===== config.mk =====
export PLATFORM = sky130hd
export DESIGN_NAME = usbdev_wb_arbiter_flat
export DESIGN_NICKNAME = d
export VERILOG_FILES = /design/src/rtl/usbdev_wb_arbiter_if.sv /design/src/rtl/usbdev_wb_arbiter.sv /design/src/flat_wrapper.sv
export SDC_FILE = /design/constraint.sdc
export NUM_CORES = 1
export LEC_CHECK = 0
export BUFFER_PORTS_ARGS = -buffer_cell sky130_fd_sc_hd__buf_2
export CORE_AREA = 2 2 104 106
export CTS_CLUSTER_DIAMETER = 100
export DETAILED_ROUTE_END_ITERATION = 7
export DIE_AREA = 0 0 106 108
export SLEW_MARGIN = 0
export SYNTH_ARGS = -nofsm -noshare
export SYNTH_HDL_FRONTEND = slang
export SYNTH_SLANG_ARGS = --single-unit

===== constraint.sdc =====
create_clock -name clk -period 1.25 [get_ports clk]
set_clock_uncertainty 0.05 [all_clocks]
set_input_delay 0.125 -clock clk [delete_from_list [all_inputs] [get_ports clk]]
set_output_delay 0.125 -clock clk [all_outputs]
set_load 0.02 [all_outputs]

===== src/rtl/usbdev_wb_arbiter_if.sv =====
// usbdev_wb_arbiter_if
// One Wishbone link between a bus master and a bus slave.
//   master modport : drives cyc/stb/we/adr/dat_w/sel, receives ack/err/dat_r
//   slave  modport : receives cyc/stb/we/adr/dat_w/sel, drives ack/err/dat_r
// Parameters: ADDR_W (word address width), DATA_W (data width, SEL = DATA_W/8).
interface usbdev_wb_arbiter_if #(
  parameter int ADDR_W = 14,
  parameter int DATA_W = 32
);
  localparam int SEL_W = DATA_W / 8;

  logic              cyc;
  logic              stb;
  logic              we;
  logic [ADDR_W-1:0] adr;
  logic [DATA_W-1:0] dat_w;
  logic [SEL_W-1:0]  sel;
  logic              ack;
  logic              err;
  logic [DATA_W-1:0] dat_r;

  modport master (output cyc, stb, we, adr, dat_w, sel,
                  input  ack, err, dat_r);
  modport slave  (input  cyc, stb, we, adr, dat_w, sel,
                  output ack, err, dat_r);
endinterface


===== src/rtl/usbdev_wb_arbiter.sv =====
// usbdev_wb_arbiter
// Two-master Wishbone arbiter in front of the USB device core's single slave
// port (ctrl clock domain). Master 0 is the external host, master 1 the
// on-chip init/poll sequencer. Ownership is round-robin and held for the
// owner's whole CYC; responses are routed to the owner only.
// Ports:
//   clk, rst  : ctrl clock, asynchronous active-high reset
//   m0, m1    : master links (slave modport of usbdev_wb_arbiter_if)
//   s         : link to the USB core slave port (master modport)
//   grant     : one-hot owner, bit N = master N, 2'b00 = no owner
// Optional feature: define USBDEV_WB_TIMEOUT_EN to enable the stall watchdog
// that aborts an access after TIMEOUT stalled clocks (owner gets a 1-clk err).
module usbdev_wb_arbiter #(
  parameter int ADDR_W  = 14,
  parameter int DATA_W  = 32,
  parameter int TIMEOUT = 255
) (
  input  logic                 clk,
  input  logic                 rst,
  usbdev_wb_arbiter_if.slave   m0,
  usbdev_wb_arbiter_if.slave   m1,
  usbdev_wb_arbiter_if.master  s,
  output logic [1:0]           grant
);

  localparam logic [1:0] S_IDLE  = 2'd0;
  localparam logic [1:0] S_OWN0  = 2'd1;
  localparam logic [1:0] S_OWN1  = 2'd2;
  localparam logic [1:0] S_ABORT = 2'd3;

  logic [1:0] state_q, state_d;
  logic       last_owner_q, last_owner_d;
  logic       own0, own1;
  logic       owner_stb;
  logic       wd_err;

  assign own0      = (state_q == S_OWN0);
  assign own1      = (state_q == S_OWN1);
  assign owner_stb = (own0 & m0.stb) | (own1 & m1.stb);
  assign grant     = {own1, own0};

  // The slave never drives err toward the arbiter; TIMEOUT is only consumed
  // by the watchdog build.
  logic unused_ok;
  assign unused_ok = s.err | (TIMEOUT == 0);

  // ---------------------------------------------------------------- FSM
  always_comb begin
    state_d = state_q;
    case (state_q)
      S_IDLE: begin
        // Tie goes to whoever did not own the bus last.
        if (m0.cyc && m1.cyc) state_d = last_owner_q ? S_OWN0 : S_OWN1;
        else if (m0.cyc)      state_d = S_OWN0;
        else if (m1.cyc)      state_d = S_OWN1;
      end
      S_OWN0: begin
        if (wd_err)       state_d = S_ABORT;
        else if (!m0.cyc) state_d = m1.cyc ? S_OWN1 : S_IDLE;
      end
      S_OWN1: begin
        if (wd_err)       state_d = S_ABORT;
        else if (!m1.cyc) state_d = m0.cyc ? S_OWN0 : S_IDLE;
      end
      default: state_d = S_IDLE;  // ABORT lasts exactly one clock
    endcase

    last_owner_d = last_owner_q;
    if (state_d == S_OWN0)      last_owner_d = 1'b0;
    else if (state_d == S_OWN1) last_owner_d = 1'b1;
  end

  always_ff @(posedge clk or posedge rst) begin
    if (rst) begin
      state_q      <= S_IDLE;
      last_owner_q <= 1'b1;   // m0 wins the first tie
    end else begin
      state_q      <= state_d;
      last_owner_q <= last_owner_d;
    end
  end

  // ------------------------------------------------------------ watchdog
`ifdef USBDEV_WB_TIMEOUT_EN
  localparam int CNT_W = $clog2(TIMEOUT + 1);
  // err fires during the TIMEOUT-th stalled clock, i.e. when TIMEOUT-1
  // stalled clocks have already been counted.
  localparam logic [CNT_W-1:0] LIMIT = CNT_W'(TIMEOUT - 1);

  logic [CNT_W-1:0] wd_cnt_q, wd_cnt_d;
  logic             stall;

  assign stall  = (own0 | own1) & owner_stb & ~s.ack;
  assign wd_err = stall & (wd_cnt_q == LIMIT);  // s_ack in same clk wins

  always_comb begin
    wd_cnt_d = '0;
    if (stall && (state_d == state_q)) wd_cnt_d = wd_cnt_q + 1'b1;
  end

  always_ff @(posedge clk or posedge rst) begin
    if (rst) wd_cnt_q <= '0;
    else     wd_cnt_q <= wd_cnt_d;
  end
`else
  assign wd_err = 1'b0;
`endif

  // ---------------------------------------------------------- slave mux
  // Purely combinational from state: a dropped owner cyc ends the slave
  // cycle in the same clock, and IDLE/ABORT present an all-zero bus.
  always_comb begin
    s.cyc   = 1'b0;
    s.stb   = 1'b0;
    s.we    = 1'b0;
    s.adr   = '0;
    s.dat_w = '0;
    s.sel   = '0;
    if (own0) begin
      s.cyc   = m0.cyc;
      s.stb   = m0.stb;
      s.we    = m0.we;
      s.adr   = m0.adr;
      s.dat_w = m0.dat_w;
      s.sel   = m0.sel;
    end else if (own1) begin
      s.cyc   = m1.cyc;
      s.stb   = m1.stb;
      s.we    = m1.we;
      s.adr   = m1.adr;
      s.dat_w = m1.dat_w;
      s.sel   = m1.sel;
    end
  end

  // ------------------------------------------------------- response route
  assign m0.ack   = own0 & s.ack & m0.stb;
  assign m1.ack   = own1 & s.ack & m1.stb;
  assign m0.err   = own0 & wd_err;
  assign m1.err   = own1 & wd_err;
  assign m0.dat_r = own0 ? s.dat_r : '0;
  assign m1.dat_r = own1 ? s.dat_r : '0;

endmodule

===== src/flat_wrapper.sv =====
// flat-port wrapper written by rule: the top's interface ports become plain ports
module usbdev_wb_arbiter_flat 
#(
  parameter int ADDR_W  = 14,
  parameter int DATA_W  = 32,
  parameter int TIMEOUT = 255
)
  (clk, rst, grant, m0_cyc, m0_stb, m0_we, m0_adr, m0_dat_w, m0_sel, m0_ack, m0_err, m0_dat_r, m1_cyc, m1_stb, m1_we, m1_adr, m1_dat_w, m1_sel, m1_ack, m1_err, m1_dat_r, s_cyc, s_stb, s_we, s_adr, s_dat_w, s_sel, s_ack, s_err, s_dat_r);
  usbdev_wb_arbiter_if #(.ADDR_W(ADDR_W), .DATA_W(DATA_W)) m0_i ();
  usbdev_wb_arbiter_if #(.ADDR_W(ADDR_W), .DATA_W(DATA_W)) m1_i ();
  usbdev_wb_arbiter_if #(.ADDR_W(ADDR_W), .DATA_W(DATA_W)) s_i ();
  input  logic clk;
  input  logic rst;
  output logic [1:0] grant;
  input wire logic [$bits(m0_i.cyc)-1:0] m0_cyc;
  input wire logic [$bits(m0_i.stb)-1:0] m0_stb;
  input wire logic [$bits(m0_i.we)-1:0] m0_we;
  input wire logic [$bits(m0_i.adr)-1:0] m0_adr;
  input wire logic [$bits(m0_i.dat_w)-1:0] m0_dat_w;
  input wire logic [$bits(m0_i.sel)-1:0] m0_sel;
  output wire logic [$bits(m0_i.ack)-1:0] m0_ack;
  output wire logic [$bits(m0_i.err)-1:0] m0_err;
  output wire logic [$bits(m0_i.dat_r)-1:0] m0_dat_r;
  input wire logic [$bits(m1_i.cyc)-1:0] m1_cyc;
  input wire logic [$bits(m1_i.stb)-1:0] m1_stb;
  input wire logic [$bits(m1_i.we)-1:0] m1_we;
  input wire logic [$bits(m1_i.adr)-1:0] m1_adr;
  input wire logic [$bits(m1_i.dat_w)-1:0] m1_dat_w;
  input wire logic [$bits(m1_i.sel)-1:0] m1_sel;
  output wire logic [$bits(m1_i.ack)-1:0] m1_ack;
  output wire logic [$bits(m1_i.err)-1:0] m1_err;
  output wire logic [$bits(m1_i.dat_r)-1:0] m1_dat_r;
  output wire logic [$bits(s_i.cyc)-1:0] s_cyc;
  output wire logic [$bits(s_i.stb)-1:0] s_stb;
  output wire logic [$bits(s_i.we)-1:0] s_we;
  output wire logic [$bits(s_i.adr)-1:0] s_adr;
  output wire logic [$bits(s_i.dat_w)-1:0] s_dat_w;
  output wire logic [$bits(s_i.sel)-1:0] s_sel;
  input wire logic [$bits(s_i.ack)-1:0] s_ack;
  input wire logic [$bits(s_i.err)-1:0] s_err;
  input wire logic [$bits(s_i.dat_r)-1:0] s_dat_r;
  assign m0_i.cyc = m0_cyc;
  assign m0_i.stb = m0_stb;
  assign m0_i.we = m0_we;
  assign m0_i.adr = m0_adr;
  assign m0_i.dat_w = m0_dat_w;
  assign m0_i.sel = m0_sel;
  assign m0_ack = m0_i.ack;
  assign m0_err = m0_i.err;
  assign m0_dat_r = m0_i.dat_r;
  assign m1_i.cyc = m1_cyc;
  assign m1_i.stb = m1_stb;
  assign m1_i.we = m1_we;
  assign m1_i.adr = m1_adr;
  assign m1_i.dat_w = m1_dat_w;
  assign m1_i.sel = m1_sel;
  assign m1_ack = m1_i.ack;
  assign m1_err = m1_i.err;
  assign m1_dat_r = m1_i.dat_r;
  assign s_cyc = s_i.cyc;
  assign s_stb = s_i.stb;
  assign s_we = s_i.we;
  assign s_adr = s_i.adr;
  assign s_dat_w = s_i.dat_w;
  assign s_sel = s_i.sel;
  assign s_i.ack = s_ack;
  assign s_i.err = s_err;
  assign s_i.dat_r = s_dat_r;
  usbdev_wb_arbiter #(.ADDR_W(ADDR_W), .DATA_W(DATA_W), .TIMEOUT(TIMEOUT)) u_core (.clk(clk), .rst(rst), .m0(m0_i), .m1(m1_i), .s(s_i), .grant(grant));
endmodule

# Word level (Yosys, flattened, before mapping)
# Index checks and enable logic that the tools add are counted.
[classes] addsub=0 mul=0 div_mod_pow=0 n_lt_le_gt_ge=0 eq_ne=4 shift=0 n_mux=25 bitwise_logic=4 reduce_logical=3
[ops] op="32-bit 2-to-1 mux" n=4
[ops] op="14-bit 2-to-1 mux" n=2
[ops] op="2-bit 2-to-1 mux" n=7
[ops] op="1-bit 2-to-1 mux" n=9
[ops] op="4-bit 2-to-1 mux" n=2
[ops] op="2-bit case mux with 3 select lines" n=1
[ops] op="1-bit AND" n=4
[ops] op="2-bit by 1-bit == test with 1-bit output, second input constant" n=2
[ops] op="2-bit == test, second input constant" n=2
[ops] op="2-bit zero test" n=1
[ops] op="2-bit nonzero test" n=1
[ops] op="1-bit logical AND" n=1
[word_totals] regBits=3 latch_bits=0 ramBits=0 rom_bits=0 in_bits=142 output_inout_bits=123 wordCells=38 n_memories=0

# Logic depth before layout (Yosys ltp)
[logic_depth] word_depth=7 mapped_depth=5 ltp_nobuf=4

# Least setup slack after synthesis
# No wires, ideal clock.
[synth_path] path_kind="reg-to-output" startpoint="register u_core.state_q[1]" endpoint="output s_dat_w[28]" t_arrival_ns=1.182 required_ns=1.075 path_slack_ns=-0.107 stages_incl_launch_ff=6 path_buffers=3 cell_sequence="dfrtp_1 nor2b_1 buf_2 buf_6 buf_6 a22o_1"
[synth_via] elab_chain_len=3 elab_cells_between_ends=4
[synth_rtl] item="start, declared" line="usbdev_wb_arbiter.sv:31" rtl="logic [1:0] state_q, state_d;"
[synth_rtl] item="start signal, assigned" line="usbdev_wb_arbiter.sv:78" rtl="state_q <= state_d;"
[synth_rtl] item="2-bit == test" line="usbdev_wb_arbiter.sv:38" rtl="assign own1 = (state_q == S_OWN1);"
[synth_rtl] item="32-bit 2-to-1 mux" line="usbdev_wb_arbiter.sv:126" rtl="end else if (own1) begin"
[synth_rtl] item="32-bit 2-to-1 mux *" line="usbdev_wb_arbiter.sv:119" rtl="if (own0) begin"
[synth_rtl] item="end, declared" line="flat_wrapper.sv:37" rtl="output wire logic [$bits(s_i.dat_w)-1:0] s_dat_w;"
# Every way passes the cells marked *; elsewhere a longest branch is shown, timed or not.

# Final worst setup path
[layout_path] startpoint="register u_core.state_q[1]" endpoint="output s_adr[13]"
[layout_via] elab_chain_len=3 elab_cells_between_ends=4
[layout_rtl] item="2-bit == test" line="usbdev_wb_arbiter.sv:38"
[layout_rtl] item="14-bit 2-to-1 mux" line="usbdev_wb_arbiter.sv:126"
[layout_rtl] item="14-bit 2-to-1 mux *" line="usbdev_wb_arbiter.sv:119"
[layout_rtl] item="end, declared" line="flat_wrapper.sv:36" rtl="output wire logic [$bits(s_i.adr)-1:0] s_adr;"
# Marks and branches as above.

==> impl_metrics.csv <==
group,metric,value,unit
run_status,status,"complete, but fails checks",
run_status,violations,"negative setup slack",
pwr,irDropWorstVdd,0.620,mV
final_layout,diodes,0,
yosys,synth_cell_types,22,
setup_path,crit_slowest_cell,"dfrtp_1",
sta,slew_violations,0,
cts,clkLatencyLatePin,0.22,ns
setup_path,r2r-end,"u_core.last_owner_q$_DFFE_PP1P_",
setup_path,max_stage_delay,0.38,ns
final_layout,syn2layout_area_growth,260,%
yosys,synth_area_per_cell,7.57,sq um
placement,dp_hpwl,5950,um
setup_path,path_depth,6,
setup_path,crit_top_cell,"buf_6",
final_layout,regArea,76.3,sq um
final_layout,multiInputGateArea,1410,sq um
yosys,synth_largest_area_cell,"a22o_1",
pwr,powerDensity,1480,nW/um^2
final_layout,stdcell_count,574,
pwr,p_sw,2780,uW
drt,first_pass_iters,4,
floorplan,die_area,11400,sq um
drt,vias_per_cell,4.30,
grt,grt_pass1_vias,2337,
setup_path,critPathKind,"reg2out",
placement,place_ws,-0.247,ns
sta,rsz0062_at_grt,"true",
yosys,netlist_instances,161,
yosys,synth_ff_type,"dfrtp_1",
placement,port_buffers,261,
drt,wire_per_inst,18.1,um
cts,cts_buffers,3,
floorplan,die_x,106,um
setup_path,endpoint,"s_adr[13]",
yosys,netlist_area,1220,sq um
setup_path,arrival,1.48,ns
cts,htree_levels,1,
sta,fin_hold_ws,0.140,ns
setup_path,cpLargestDelayFamily,"buffers and inverters",
yosys,yosysMostFrequentCell,"and2_1",
floorplan,initial_core_util,11.9,%
yosys,yosysTopAreaCellShare,38.1,%
cts,cts_buffer_depth,2,
setup_path,r2r_slack,-0.38,ns
setup_path,crit_path_max_fanout,6,
final_layout,fin_nets,582,
drt,wirelength,10400,um
floorplan,rows,37,
final_layout,finish.utilization,42.9,%
grt,antenna_found_initial,0,
yosys,yosysSeqAreaShare,6.26,%
sta,finalWorstPathRequiredPeriod,1.65,ns
pwr,p_int,3710,uW
yosys,ys_warn_count,0,
drt,dr_total_vias,2471,
grt,grt_overflow,0,
setup_path,startpoint_type,"flop",
floorplan,die-height,108,um
drt,dr.first_iter.drc_count,114,
setup_path,rr_startpoint,"u_core.state_q[0]$_DFF_PP0_",
yosys,synth_edf_count,0,
sta,hold_viol,0,
cts,cts_root_buf,"clkbuf_8",
pwr,p_comb_share,93.1,%
setup_path,crit_required,1.08,ns
setup_path,cp-end-kind,"output pin",
sta,period_share,132,%
setup_path,crit_chain,"buf_6 -> nor2b_4 -> buf_6 -> clkbuf_16 -> a22o_1 -> buf_6",
flow_run,drv_cap,0,
yosys,ys_ff_latch,3,
cts,clk_pin_slew,0.03,ns
yosys,synth_common_cells,"and2_1 (64), a22o_1 (53), buf_2 (10), buf_6 (6), buf_4 (4)",
setup_path,critical_path_buf_inv_count,4,
grt,track_usage,12.9,%
placement,place_inst,541,
yosys,synthTopCellsByArea,"a22o_1 (38%), and2_1 (33%), buf_6 (5.5%)",
drt,ant_nets,0,
yosys,synthArstFlopShare,100,%
placement,gp_congestion,0.748,
sta,setup_violations,122,
pwr,p_total,6490,uW
sta,max_freq,605,MHz
floorplan,core_area,10200,sq um
final_layout,drive_gt1_share,89.7,%
cts,cts_tree,"yes",
sta,fin_ws,-0.404,ns
setup_path,crit_start,"u_core.state_q[1]$_DFF_PP0_",
pwr,netSwitchingFraction,42.8,%
pwr,seqPwrFrac,2.6,%
setup_path,worstRegToRegCells,6,
drt,drc,0,
pwr,p_leak,0.00235,uW
floorplan,io-pin-count,265,
min_path,worstHoldPathType,"in2reg",
grt,grt_pass1_wl,11800,um
grt,grt_max_degree,33,
final_layout,fill_cells,963,
cts,clock_sinks,3,
pwr,p_clk_share,4.4,%
## worst register-to-register path, delay by kind of cell (launching register included)
kind,cells,cell delay [ns]
AO/OA/AOI/OAI,2,0.37
adder cells (fa/ha/maj),1,0.29
buffers and inverters,2,0.26
flip-flops,1,0.41
multiplexers,1,0.18
## power groups by stage
stage	clock, uW	sequential [uW]	combinational [uW]
after floorplan	0	158	2590
after global placement	0	170	3570
after detailed placement	0	173	3610
after CTS	293	160	4940
after global routing	305	171	6290
final	283	166	6040
## sequential cells by signal, summed over array words and instances (netlist names)
name	flops
u_core.last_owner_q	1
u_core.state_q	2
## metal layers
metal  global-route usage, %  wire length, um  vias to the layer above  share of wire, %
li1                        -                -                     1137                 -
met1                    14.3             4100                     1175                39
met2                    26.0             5400                      151                52
met3                    2.41              814                        8               7.8
met4                    1.41               74                        0              0.71
met5                       0                0                        -                 0
## area by class of cell
type / instances / share of cell area, %
clock buffer: 4 / 1.03
inverter: 2 / 0.171
multi-input combinational: 133 / 32.0
sequential: 3 / 1.74
tap: 136 / 3.88
timing repair buffer: 296 / 61.2
## cell usage in the layout (no fill, tap or decap), types with 2 or more instances in the layout
cell and n:
buf_2 141, buf_6 114, and2_4 41, a22o_4 31, a22o_1 22, buf_4 17, and2_2 15, clkbuf_16 10
and2_1 8, buf_16 7, buf_12 5, clkbuf_8 3, inv_1 2, nor2b_4 2, and3_4 2, conb_1 2
dfrtp_1 2
## repair_timing
item                                   4_1_cts  5_1_grt
hold buffers                                 1        0
pin swaps                                    4       56
gates cloned                                 6       13
setup buffers                                8        3
endpoints found under the hold margin        3        0
setup endpoints to repair                  122      123
gates resized for setup                    179      108
## kinds of logic (layout without fill, tap and decap cells)
group | Yosys count | after routing | synth area share [%]
adder cells (fa/ha/maj) | 1 | 1 | 1.03
multiplexers | 1 | 1 | 0.821
AND/OR/NAND/NOR | 72 | 72 | 36.9
buffers and inverters | 26 | 302 | 14.2
flip-flops | 3 | 3 | 6.26
other | 1 | 2 | 0.308
AO/OA/AOI/OAI | 57 | 57 | 40.6
## worst min-delay path by stage
stage	from	to	depth (start not counted)
floorplan	rst	u_core.state_q[0]$_DFF_PP0_	1
global placement	rst	u_core.state_q[1]$_DFF_PP0_	2
detailed placement	rst	u_core.state_q[0]$_DFF_PP0_	2
CTS	m0_cyc	u_core.state_q[0]$_DFF_PP0_	2
global route	m0_cyc	u_core.state_q[0]$_DFF_PP0_	2
finish	m0_cyc	u_core.state_q[0]$_DFF_PP0_	2
## stage by stage
step | setup TNS (ns) | area [sq um]
2_1_floorplan | -4.61 | 1550
3_3_place_gp | -21.12 | 2950
3_5_place_dp | -25.56 | 2950
4_1_cts | -43.09 | 3760
5_1_grt | -52.75 | 4390
6_report | -45.11 | 4390
Power figures use the tool's default switching activity.
